## config.mk

```make
export PLATFORM = sky130hd
export DESIGN_NAME = trap_shaper_param_flat
export DESIGN_NICKNAME = d
export VERILOG_FILES = /design/src/rtl/trap_shaper_param_if.sv /design/src/rtl/trap_shaper_param.sv /design/src/flat_wrapper.sv
export SDC_FILE = /design/constraint.sdc
export NUM_CORES = 1
export LEC_CHECK = 0
export CAP_MARGIN = 20
export CORE_ASPECT_RATIO = 1.1
export CORE_MARGIN = 2
export CORE_UTILIZATION = 50
export CTS_CLUSTER_DIAMETER = 50
export CTS_CLUSTER_SIZE = 12
export DETAILED_ROUTE_END_ITERATION = 6
export PLACE_DENSITY = 0.75
export SLEW_MARGIN = 30
export SYNTH_ARGS = -nofsm -noshare
export SYNTH_HDL_FRONTEND = slang
export SYNTH_SLANG_ARGS = --single-unit
```

## constraint.sdc

```tcl
create_clock -name clk -period 10.17 [get_ports clk]
set_clock_uncertainty 0.05 [all_clocks]
set_input_delay 3.051 -clock clk [delete_from_list [all_inputs] [get_ports clk]]
set_output_delay 3.051 -clock clk [all_outputs]
set_load 0.1 [all_outputs]
```

## src/rtl/trap_shaper_param_if.sv

```systemverilog
// Sample-in / shaped-out bus for trap_shaper_param.
// With TRAP_SHAPER_PEAK_EN defined the bus also carries the peak report.
interface trap_shaper_param_if #(
  parameter int ADC_W = 12,
  parameter int OUT_W = 32
);
  logic                    clear;
  logic                    in_valid;
  logic [ADC_W-1:0]        in_data;
  logic                    out_valid;
  logic signed [OUT_W-1:0] out_data;
  logic                    settled;
  logic                    ovf;
`ifdef TRAP_SHAPER_PEAK_EN
  logic                    peak_valid;
  logic signed [OUT_W-1:0] peak_data;

  modport master (
    output clear, in_valid, in_data,
    input  out_valid, out_data, settled, ovf, peak_valid, peak_data
  );
  modport slave (
    input  clear, in_valid, in_data,
    output out_valid, out_data, settled, ovf, peak_valid, peak_data
  );
`else
  modport master (
    output clear, in_valid, in_data,
    input  out_valid, out_data, settled, ovf
  );
  modport slave (
    input  clear, in_valid, in_data,
    output out_valid, out_data, settled, ovf
  );
`endif
endinterface

```

## src/rtl/trap_shaper_param.sv

```systemverilog
// Parametrised trapezoidal shaper (K, L, M) for unsigned ADC samples, 2-cycle latency.
// Optional peak tracker is built only when TRAP_SHAPER_PEAK_EN is defined.
module trap_shaper_param #(
  parameter int ADC_W = 12,
  parameter int K     = 5,
  parameter int L     = 5,
  parameter int M     = 16,
  parameter int ACC_W = 40,
  parameter int OUT_W = 32
`ifdef TRAP_SHAPER_PEAK_EN
  ,
  parameter logic signed [OUT_W-1:0] PEAK_THR = 1000
`endif
) (
  input  logic                clk,
  input  logic                reset,
  trap_shaper_param_if.slave  bus
);

  localparam int N  = K + L;
  localparam int PW = $clog2(N);
  localparam int CW = PW + 1;
  localparam int DW = ADC_W + 3;

  localparam logic [PW-1:0] LAST_PTR = PW'(N - 1);
  localparam logic [CW-1:0] N_C      = CW'(N);
  localparam logic [CW-1:0] NM1_C    = CW'(N - 1);

  localparam logic signed [ACC_W-1:0] MP1  = ACC_W'(M + 1);
  localparam logic signed [ACC_W-1:0] OMAX = {{(ACC_W-OUT_W+1){1'b0}}, {(OUT_W-1){1'b1}}};
  localparam logic signed [ACC_W-1:0] OMIN = {{(ACC_W-OUT_W+1){1'b1}}, {(OUT_W-1){1'b0}}};

  function automatic logic [PW-1:0] ptr_back(input logic [PW-1:0] p, input int off);
    int t;
    t = int'(p) - off;
    if (t < 0) t = t + N;
    return PW'(t);
  endfunction

  function automatic logic signed [DW-1:0] zext(input logic [ADC_W-1:0] x);
    return $signed({3'b000, x});
  endfunction

  function automatic logic signed [ACC_W-1:0] sext(input logic signed [DW-1:0] x);
    return $signed({{(ACC_W-DW){x[DW-1]}}, x});
  endfunction

  function automatic logic is_sat(input logic signed [ACC_W-1:0] x);
    return (x > OMAX) || (x < OMIN);
  endfunction

  function automatic logic signed [OUT_W-1:0] sat_out(input logic signed [ACC_W-1:0] x);
    logic signed [ACC_W-1:0] y;
    if (x > OMAX)      y = OMAX;
    else if (x < OMIN) y = OMIN;
    else               y = x;
    return $signed(y[OUT_W-1:0]);
  endfunction

  logic [ADC_W-1:0]        dly [N];
  logic [PW-1:0]           wr_ptr;
  logic [CW-1:0]           cnt;
  logic signed [DW-1:0]    d_c;

  logic                    vld_p1;
  logic signed [DW-1:0]    d_p1;
  logic                    set_p1;

  logic signed [ACC_W-1:0] p_acc_p2;
  logic signed [ACC_W-1:0] s_acc_p2;
  logic signed [ACC_W-1:0] d_ext;
  logic signed [ACC_W-1:0] p_nxt;
  logic signed [ACC_W-1:0] s_nxt;
  logic signed [OUT_W-1:0] o_c;
  logic                    vld_p2;
  logic signed [OUT_W-1:0] out_data_p2;
  logic                    settled_p2;
  logic                    ovf_p2;

  // Stage 1: comb-difference v(n) - v(n-K) - v(n-L) + v(n-K-L); slot at wr_ptr still holds v(n-K-L)
  always_comb begin
    d_c = zext(bus.in_data)
        - zext(dly[ptr_back(wr_ptr, K)])
        - zext(dly[ptr_back(wr_ptr, L)])
        + zext(dly[wr_ptr]);
  end

  always_ff @(posedge clk or negedge reset) begin
    if (!reset) begin
      wr_ptr <= '0;
      cnt    <= '0;
      vld_p1 <= 1'b0;
      d_p1   <= '0;
      set_p1 <= 1'b0;
      for (int i = 0; i < N; i++) dly[i] <= '0;
    end else if (bus.clear) begin
      wr_ptr <= '0;
      cnt    <= '0;
      vld_p1 <= 1'b0;
      d_p1   <= '0;
      set_p1 <= 1'b0;
      for (int i = 0; i < N; i++) dly[i] <= '0;
    end else begin
      vld_p1 <= bus.in_valid;
      if (bus.in_valid) begin
        dly[wr_ptr] <= bus.in_data;
        wr_ptr      <= (wr_ptr == LAST_PTR) ? '0 : wr_ptr + 1'b1;
        if (cnt < N_C) cnt <= cnt + 1'b1;
        d_p1        <= d_c;
        set_p1      <= (cnt >= NM1_C);
      end
    end
  end

  // Stage 2: pole-zero recursion; s uses the p from before this update
  always_comb begin
    d_ext = sext(d_p1);
    p_nxt = p_acc_p2 + d_ext;
    s_nxt = s_acc_p2 + p_acc_p2 + MP1 * d_ext;
    o_c   = sat_out(s_nxt);
  end

  always_ff @(posedge clk or negedge reset) begin
    if (!reset) begin
      p_acc_p2    <= '0;
      s_acc_p2    <= '0;
      vld_p2      <= 1'b0;
      out_data_p2 <= '0;
      settled_p2  <= 1'b0;
      ovf_p2      <= 1'b0;
    end else if (bus.clear) begin
      p_acc_p2    <= '0;
      s_acc_p2    <= '0;
      vld_p2      <= 1'b0;
      out_data_p2 <= '0;
      settled_p2  <= 1'b0;
      ovf_p2      <= 1'b0;
    end else begin
      vld_p2 <= vld_p1;
      if (vld_p1) begin
        p_acc_p2    <= p_nxt;
        s_acc_p2    <= s_nxt;
        out_data_p2 <= o_c;
        if (is_sat(s_nxt)) ovf_p2     <= 1'b1;
        if (set_p1)        settled_p2 <= 1'b1;
      end
    end
  end

  assign bus.out_valid = vld_p2;
  assign bus.out_data  = out_data_p2;
  assign bus.settled   = settled_p2;
  assign bus.ovf       = ovf_p2;

`ifdef TRAP_SHAPER_PEAK_EN
  logic                    trk;
  logic signed [OUT_W-1:0] pk_max;
  logic                    pk_vld_p2;
  logic signed [OUT_W-1:0] pk_data_p2;

  // Peak report lines up with the first sample that falls back to/below the threshold
  always_ff @(posedge clk or negedge reset) begin
    if (!reset) begin
      trk        <= 1'b0;
      pk_max     <= '0;
      pk_vld_p2  <= 1'b0;
      pk_data_p2 <= '0;
    end else if (bus.clear) begin
      trk        <= 1'b0;
      pk_max     <= '0;
      pk_vld_p2  <= 1'b0;
    end else begin
      pk_vld_p2 <= 1'b0;
      if (vld_p1) begin
        if (o_c > PEAK_THR) begin
          trk <= 1'b1;
          if (!trk || (o_c > pk_max)) pk_max <= o_c;
        end else if (trk) begin
          pk_vld_p2  <= 1'b1;
          pk_data_p2 <= pk_max;
          trk        <= 1'b0;
        end
      end
    end
  end

  assign bus.peak_valid = pk_vld_p2;
  assign bus.peak_data  = pk_data_p2;
`endif

endmodule

```

## src/flat_wrapper.sv

```systemverilog
// flat-port wrapper written by rule: the top's interface ports become plain ports
module trap_shaper_param_flat 
#(
  parameter int ADC_W = 12,
  parameter int K     = 5,
  parameter int L     = 5,
  parameter int M     = 16,
  parameter int ACC_W = 40,
  parameter int OUT_W = 32

)
  (clk, reset, bus_clear, bus_in_valid, bus_in_data, bus_out_valid, bus_out_data, bus_settled, bus_ovf);
  trap_shaper_param_if #(.ADC_W(ADC_W), .OUT_W(OUT_W)) bus_i ();
  input  logic clk;
  input  logic reset;
  input wire logic [$bits(bus_i.clear)-1:0] bus_clear;
  input wire logic [$bits(bus_i.in_valid)-1:0] bus_in_valid;
  input wire logic [$bits(bus_i.in_data)-1:0] bus_in_data;
  output wire logic [$bits(bus_i.out_valid)-1:0] bus_out_valid;
  output wire logic [$bits(bus_i.out_data)-1:0] bus_out_data;
  output wire logic [$bits(bus_i.settled)-1:0] bus_settled;
  output wire logic [$bits(bus_i.ovf)-1:0] bus_ovf;
  assign bus_i.clear = bus_clear;
  assign bus_i.in_valid = bus_in_valid;
  assign bus_i.in_data = bus_in_data;
  assign bus_out_valid = bus_i.out_valid;
  assign bus_out_data = bus_i.out_data;
  assign bus_settled = bus_i.settled;
  assign bus_ovf = bus_i.ovf;
  trap_shaper_param #(.ADC_W(ADC_W), .K(K), .L(L), .M(M), .ACC_W(ACC_W), .OUT_W(OUT_W)) u_core (.clk(clk), .reset(reset), .bus(bus_i));
endmodule
```

==> flow_metrics.tcl, run 1 <==
set metrics [dict create \
    cts-root-buf "clkbuf_16" \
    nets 2501 \
    dr.pass1.iters 5 \
    grt_pass1_wl_mm 82.2 \
    num-fill-cells 3416 \
    timing.hold.ws_ns 0.440 \
    seqCellArea_um2 6540 \
    tns_ns 0 \
    layout_common_cells "419 x nand2_1, 257 x dfrtp_1, 217 x inv_1" \
    relSlewSlack 0.336 \
    avgRoutedWirePerCell_um 18.0 \
    path_clk_slew_ns 0.06 \
    worstPathRequired_ns 10.60 \
    status "finished clean" \
    clk_latency_ns 0.57 \
    path_class "in -> reg" \
    routed_via_density 5.91 \
    dr_wl_met2_mm 25.4 \
    finalCriticalPeriod_ns 7.50 \
    cp.arrival_ns 7.93 \
    maxCapViolations 0 \
    drt_iter0_drc 990 \
    yosys_warnings 0 \
    setup_violations 0 \
    cp-end-kind "flop" \
    drc 0 \
    syn_nets 2507 \
    postCtsSetupBuffers 0 \
    tightest_slew_ns 0.992 \
    post_cts_resized 0 \
    gp_congestion 0.928 \
    cts_tree "done" \
    finalPower_uw 4730 \
    place_inst 2706 \
    io_buffer_count 50 \
    core_um2 40000 \
    area_growth_pct 10.7 \
    multi_input_area_um2 12400 \
    synthArstFlopShare 1.00 \
    syn_area_um2 20200 \
    postCtsHoldBufs 0 \
    numCtsBuffers 35 \
    synth_edf_count 0 \
    grt_max_degree 140 \
    drive_gt1_frac 0.0785 \
    rows 77 \
    hold_class "reg -> reg" \
    die_w_um 196 \
    num_antenna_cells 0 \
    fin_crit_sh 0.738 \
    final_common_cell "nand2_1" \
    critPathMaxFanout 12 \
    clk_path_buf_depth 3 \
    syn_area_per_cell_um2 9.03 \
    powerDensity_nw_per_um2 212 \
    start_kind "input pin" \
    synth-seq-cells 261 \
    rsz0062_at_grt "no" \
    ys.flop_type "dfrtp_1" \
    p_leak_uw 0.0107 \
    vias 16400 \
    totalWireLength_mm 49.9 \
    dp_hpwl_mm 36.1 \
    syn_inst 2237 \
    grt_util_all_layers 0.241 \
    fmaxAchievable_mhz 133 \
    htree_levels 2 \
    grt_pass1_vias 16600 \
    antenna_found_initial 0 \
    ys_seq_area_frac 0.324 \
    wl_met1_mm 20.2 \
    dr_wl_met3_mm 2.54 \
    fp.dieH_um 215 \
    clock_sinks 261 \
    start_util 0.505 \
    hold_viol 0 \
    die-area_um2 42000 \
    ant_nets 0 \
    synth_cell_type_count 82 \
    overflow 0 \
    regToRegSetupSlack_ns 2.67 \
    final_cell_count_no_fill 2769 \
    slew_violations 0 \
    top_layer_used "met4" \
    peakVddDrop_v 0.000144 \
    pin_count 51 \
]
## power breakdown
group	internal [uW]	switching [uW]
clock network	782	517
registers	1160	112
logic	753	1410
total	2690	2040
## metal layers
metal,vias to the layer above,track usage
li1,7707,-
met3,141,0.0352
met5,-,0
met2,508,0.430
met4,0,0.107
met1,8016,0.287
## critical path, stage by stage
cell and delay, ns:
clkdlybuf4s50_1 0.75, inv_1 0.10, ha_1 0.24, fa_1 0.41, nor2b_1 0.12, o21ai_0 0.11, a21boi_0 0.25, o21ai_0 0.14
a21boi_0 0.25, o21ai_0 0.11, nand2b_1 0.11, a21o_1 0.12, a21oi_1 0.08, xnor2_1 0.19, fa_1 0.45, ha_1 0.27
nor3_1 0.20, o211ai_1 0.16, and3_1 0.21, or3b_2 0.47, a21oi_1 0.14
## cell families (layout without fill, tap and decap cells)
family | count (synthesis) | in the layout | share of synthesized area
simple gates | 685 | 685 | 0.144
compound gates | 505 | 505 | 0.163
buf+inv | 331 | 350 | 0.0629
flops | 261 | 261 | 0.324
fa+ha+maj | 254 | 254 | 0.182
mux | 116 | 116 | 0.0881
xor+xnor | 85 | 85 | 0.0369
## final timing paths
path                                                  from                              end  cells after the start
max                                         bus_in_data[0]      u_core.d_p1[11]$_DFFE_PN0P_                     21
min                        u_core.s_acc_p2[11]$_DFFE_PN0P_  u_core.s_acc_p2[11]$_DFFE_PN0P_                      2
max reg2reg                   u_core.wr_ptr[1]$_DFFE_PN0P_      u_core.d_p1[11]$_DFFE_PN0P_                     26
min reg2reg                u_core.s_acc_p2[11]$_DFFE_PN0P_  u_core.s_acc_p2[11]$_DFFE_PN0P_                      2
max in group asynchronous                            reset          u_core.vld_p1$_DFF_PN0_                      3
min in group asynchronous                            reset   u_core.bus.out_valid$_DFF_PN0_                      1
## stage by stage
| step | setup WS, ns | util | instance area (um2) |
|---|---|---|---|
| after detailed placement | 2.10 | 0.528 | 21100 |
| after global routing | 2.00 | 0.559 | 22300 |
| final | 2.67 | 0.559 | 22300 |
| after global placement | 2.20 | 0.527 | 21100 |
| after CTS | 2.41 | 0.558 | 22300 |
| after floorplan | 2.94 | - | 20200 |
## cell usage after synthesis (all sizes together), types with 25 or more instances
cell    count  share of area
dfrtp     261           0.32
and3       25         0.0077
clkbuf     92          0.017
nand2     419          0.078
inv       218          0.041
a21o       38          0.014
nor2      130          0.024
mux2i      55          0.027
xnor2      53          0.023
mux4       48          0.054
nand3      31         0.0077
xor2       32          0.014
ha        188           0.12
fa         66          0.065
o21ai      79          0.020
a21oi     212          0.053
o211ai     36          0.014
## cell type report
class	count	area share
Sequential cell	261	0.293
Clock inverter	19	0.0111
Clock buffer	43	0.0428
Tap cell	513	0.0287
Multi-Input combinational cell	1645	0.556
Inverter	220	0.0370
Timing Repair Buffer	68	0.0312
## flip-flops by register name (all words and copies together), names as in the netlist
signal,cells
u_core.bus.out_data,32
u_core.bus.out_valid,1
u_core.bus.ovf,1
u_core.bus.settled,1
u_core.cnt,5
u_core.d_p1,15
u_core.dly,120
u_core.p_acc_p2,40
u_core.s_acc_p2,40
u_core.set_p1,1
u_core.vld_p1,1
u_core.wr_ptr,4
(Power assumes the default switching activity.)
==> inputs of run 2 (changes only) <==
==> constraint.sdc (replaced) <==
create_clock -name clk -period 7.88 [get_ports clk]
set_clock_uncertainty 0.05 [all_clocks]
set_input_delay 2.364 -clock clk [delete_from_list [all_inputs] [get_ports clk]]
set_output_delay 2.364 -clock clk [all_outputs]
set_load 0.1 [all_outputs]
==> run 2 against run 1 <==
  * Worst hold slack got worse by 0.0083 ns
  * Die area is the same
  * Sequential cell count unchanged
  * Final cell count grew 0.47%
  * Via count is 0.19% higher
  * Register-to-register slack got worse by 1.8 ns
  * Critical path type is now reg -> reg
==> flow_metrics.tcl, run 2 (same netlist as run 1, synthesis figures left out) <==
set metrics [dict create \
    status "finished clean" \
    powerDensity_nw_per_um2 277 \
    tns_ns 0 \
    totalWireLength_mm 50.3 \
    worstPathRequired_ns 8.31 \
    cp.arrival_ns 7.44 \
    io_buffer_count 50 \
    maxCapViolations 0 \
    cts-root-buf "clkbuf_16" \
    reg.largest.list "u_core.dly x120, u_core.p_acc_p2 x40, u_core.s_acc_p2 x40" \
    numCtsBuffers 41 \
    place_area_um2 21100 \
    pin_count 51 \
    critPathSlowestCell "mux4_2" \
    postCtsSetupBuffers 0 \
    die_w_um 196 \
    hold_class "reg -> reg" \
    whs_path_depth 2 \
    dp_hpwl_mm 36.6 \
    finalCriticalPeriod_ns 7.01 \
    ant_nets 0 \
    final_util 0.562 \
    crit_cells 26 \
    drive_gt1_frac 0.0842 \
    start_util 0.505 \
    nets 2511 \
    fp.dieH_um 215 \
    grt_max_degree 184 \
    layout_common_cells "419 x nand2_1, 256 x dfrtp_1, 217 x inv_1" \
    grt_pass1_wl_mm 82.8 \
    num-fill-cells 3427 \
    drt_iter0_drc 929 \
    rsz0062_at_grt "no" \
    path_class "reg -> reg" \
    slowest_delay_ns 0.54 \
    avgRoutedWirePerCell_um 18.1 \
    vias 16400 \
    relSlewSlack 0.341 \
    tightest_slew_ns 0.986 \
    cts_tree "done" \
    largest_reg_flops 120 \
    routed_via_density 5.90 \
    rows 77 \
    peakVddDrop_v 0.000164 \
    final_common_cell "nand2_1" \
    regMostFlops "u_core.dly" \
    p_leak_uw 0.0108 \
    clock_sinks 261 \
    clk_path_buf_depth 3 \
    gp_congestion 0.917 \
    final_area_um2 22500 \
    setup_violations 0 \
    antenna_found_initial 0 \
    fmaxAchievable_mhz 143 \
    dr.pass1.iters 5 \
    postCtsHoldBufs 0 \
    path_clk_slew_ns 0.06 \
    hold_viol 0 \
    die-area_um2 42000 \
    critPathMaxFanout 18 \
    drc 0 \
    cp_top_family "compound AO/OA/AOI/OAI gates" \
    grt_util_all_layers 0.242 \
    area_growth_pct 11.4 \
    fin_crit_sh 0.890 \
    slew_violations 0 \
    num_antenna_cells 0 \
    cp-end-kind "flop" \
    finalPower_uw 6230 \
    clk_latency_ns 0.57 \
    worstRegToRegCells 26 \
    path_buf_inv 2 \
    grt_pass1_vias 16600 \
    htree_levels 2 \
    overflow 0 \
    core_um2 40000 \
    start_kind "flop" \
]
run 2: cell types whose count changed in the layout (fill, tap and decap cells not counted), sizes merged:
| cell | previous run | this run |
|---|---|---|
| clkbuf | 43 | 47 |
| bufinv | 4 | 3 |
| clkinv | 6 | 10 |
| clkinvlp | 5 | 2 |
| inv | 224 | 229 |
| buf | 20 | 24 |
run 2: layout make-up:
cell class | count | area (um2) | share of cell area
Clock inverter | 24 | 260 | 0.0116
Tap cell | 513 | 642 | 0.0285
Inverter | 220 | 826 | 0.0367
Timing Repair Buffer | 72 | 728 | 0.0324
Multi-Input combinational cell | 1645 | 12400 | 0.553
Sequential cell | 261 | 6540 | 0.291
Clock buffer | 47 | 1060 | 0.0471
run 2: worst register-to-register path, stage by stage, from the launching register on:
cell and delay, ns:
dfrtp_2 0.36, clkinv_1 0.09, ha_1 0.35, nor2_1 0.33, nor2_1 0.12, xnor2_2 0.53, buf_4 0.45, mux4_2 0.55
mux2i_1 0.20, o22a_1 0.21, ha_1 0.26, o21ai_0 0.12, a21boi_0 0.15, o21ai_0 0.23, a21boi_0 0.16, o21ai_0 0.17
nand2b_1 0.10, a21o_1 0.18, a21oi_1 0.21, xnor2_1 0.16, fa_1 0.44, ha_1 0.28, nor3_1 0.24, o211ai_1 0.16
and3_1 0.21, or3b_2 0.47, a21oi_1 0.15
run 2: repair_timing:
action,CTS,global route
endpoints found under the hold margin,0,0
gates resized for setup,0,1
endpoints found under the setup margin,0,1
run 2: metrics by stage:
stage | cells | hold WS (ns) | worst slack [ns]
finish | 2782 | 0.431 | 0.870
global route | 2782 | 0.458 | 0.164
CTS | 2781 | 0.437 | 0.665
detailed placement | 2710 | 0.425 | 0.517
global placement | 2709 | 0.415 | 0.617
floorplan | 2237 | 0.402 | 0.649
run 2: final timing paths:
check / from / end / slack [ns]
min in group asynchronous: reset / u_core.bus.out_valid$_DFF_PN0_ / 1.75
min reg2reg: u_core.bus.out_data[31]$_DFFE_PN0P_ / u_core.bus.out_data[31]$_DFFE_PN0P_ / 0.43
min: u_core.bus.out_data[31]$_DFFE_PN0P_ / u_core.bus.out_data[31]$_DFFE_PN0P_ / 0.43
max: u_core.wr_ptr[0]$_DFFE_PN0P_ / u_core.d_p1[11]$_DFFE_PN0P_ / 0.87
max reg2reg: u_core.wr_ptr[0]$_DFFE_PN0P_ / u_core.d_p1[11]$_DFFE_PN0P_ / 0.87
max in group asynchronous: reset / u_core.wr_ptr[1]$_DFFE_PN0P_ / 4.64
run 2: report_power, final:
group	internal, uW	total [uW]	switching, uW
Sequential	1500	1640	146
Combinational	976	2800	1830
Clock	1080	1780	705
run 2: routing by layer:
layer,share of wire,global-route usage,routed length (um)
met1,0.40,0.285,19900
met2,0.51,0.435,25700
met3,0.053,0.0411,2680
met4,0.041,0.104,2080
met5,0,0,0
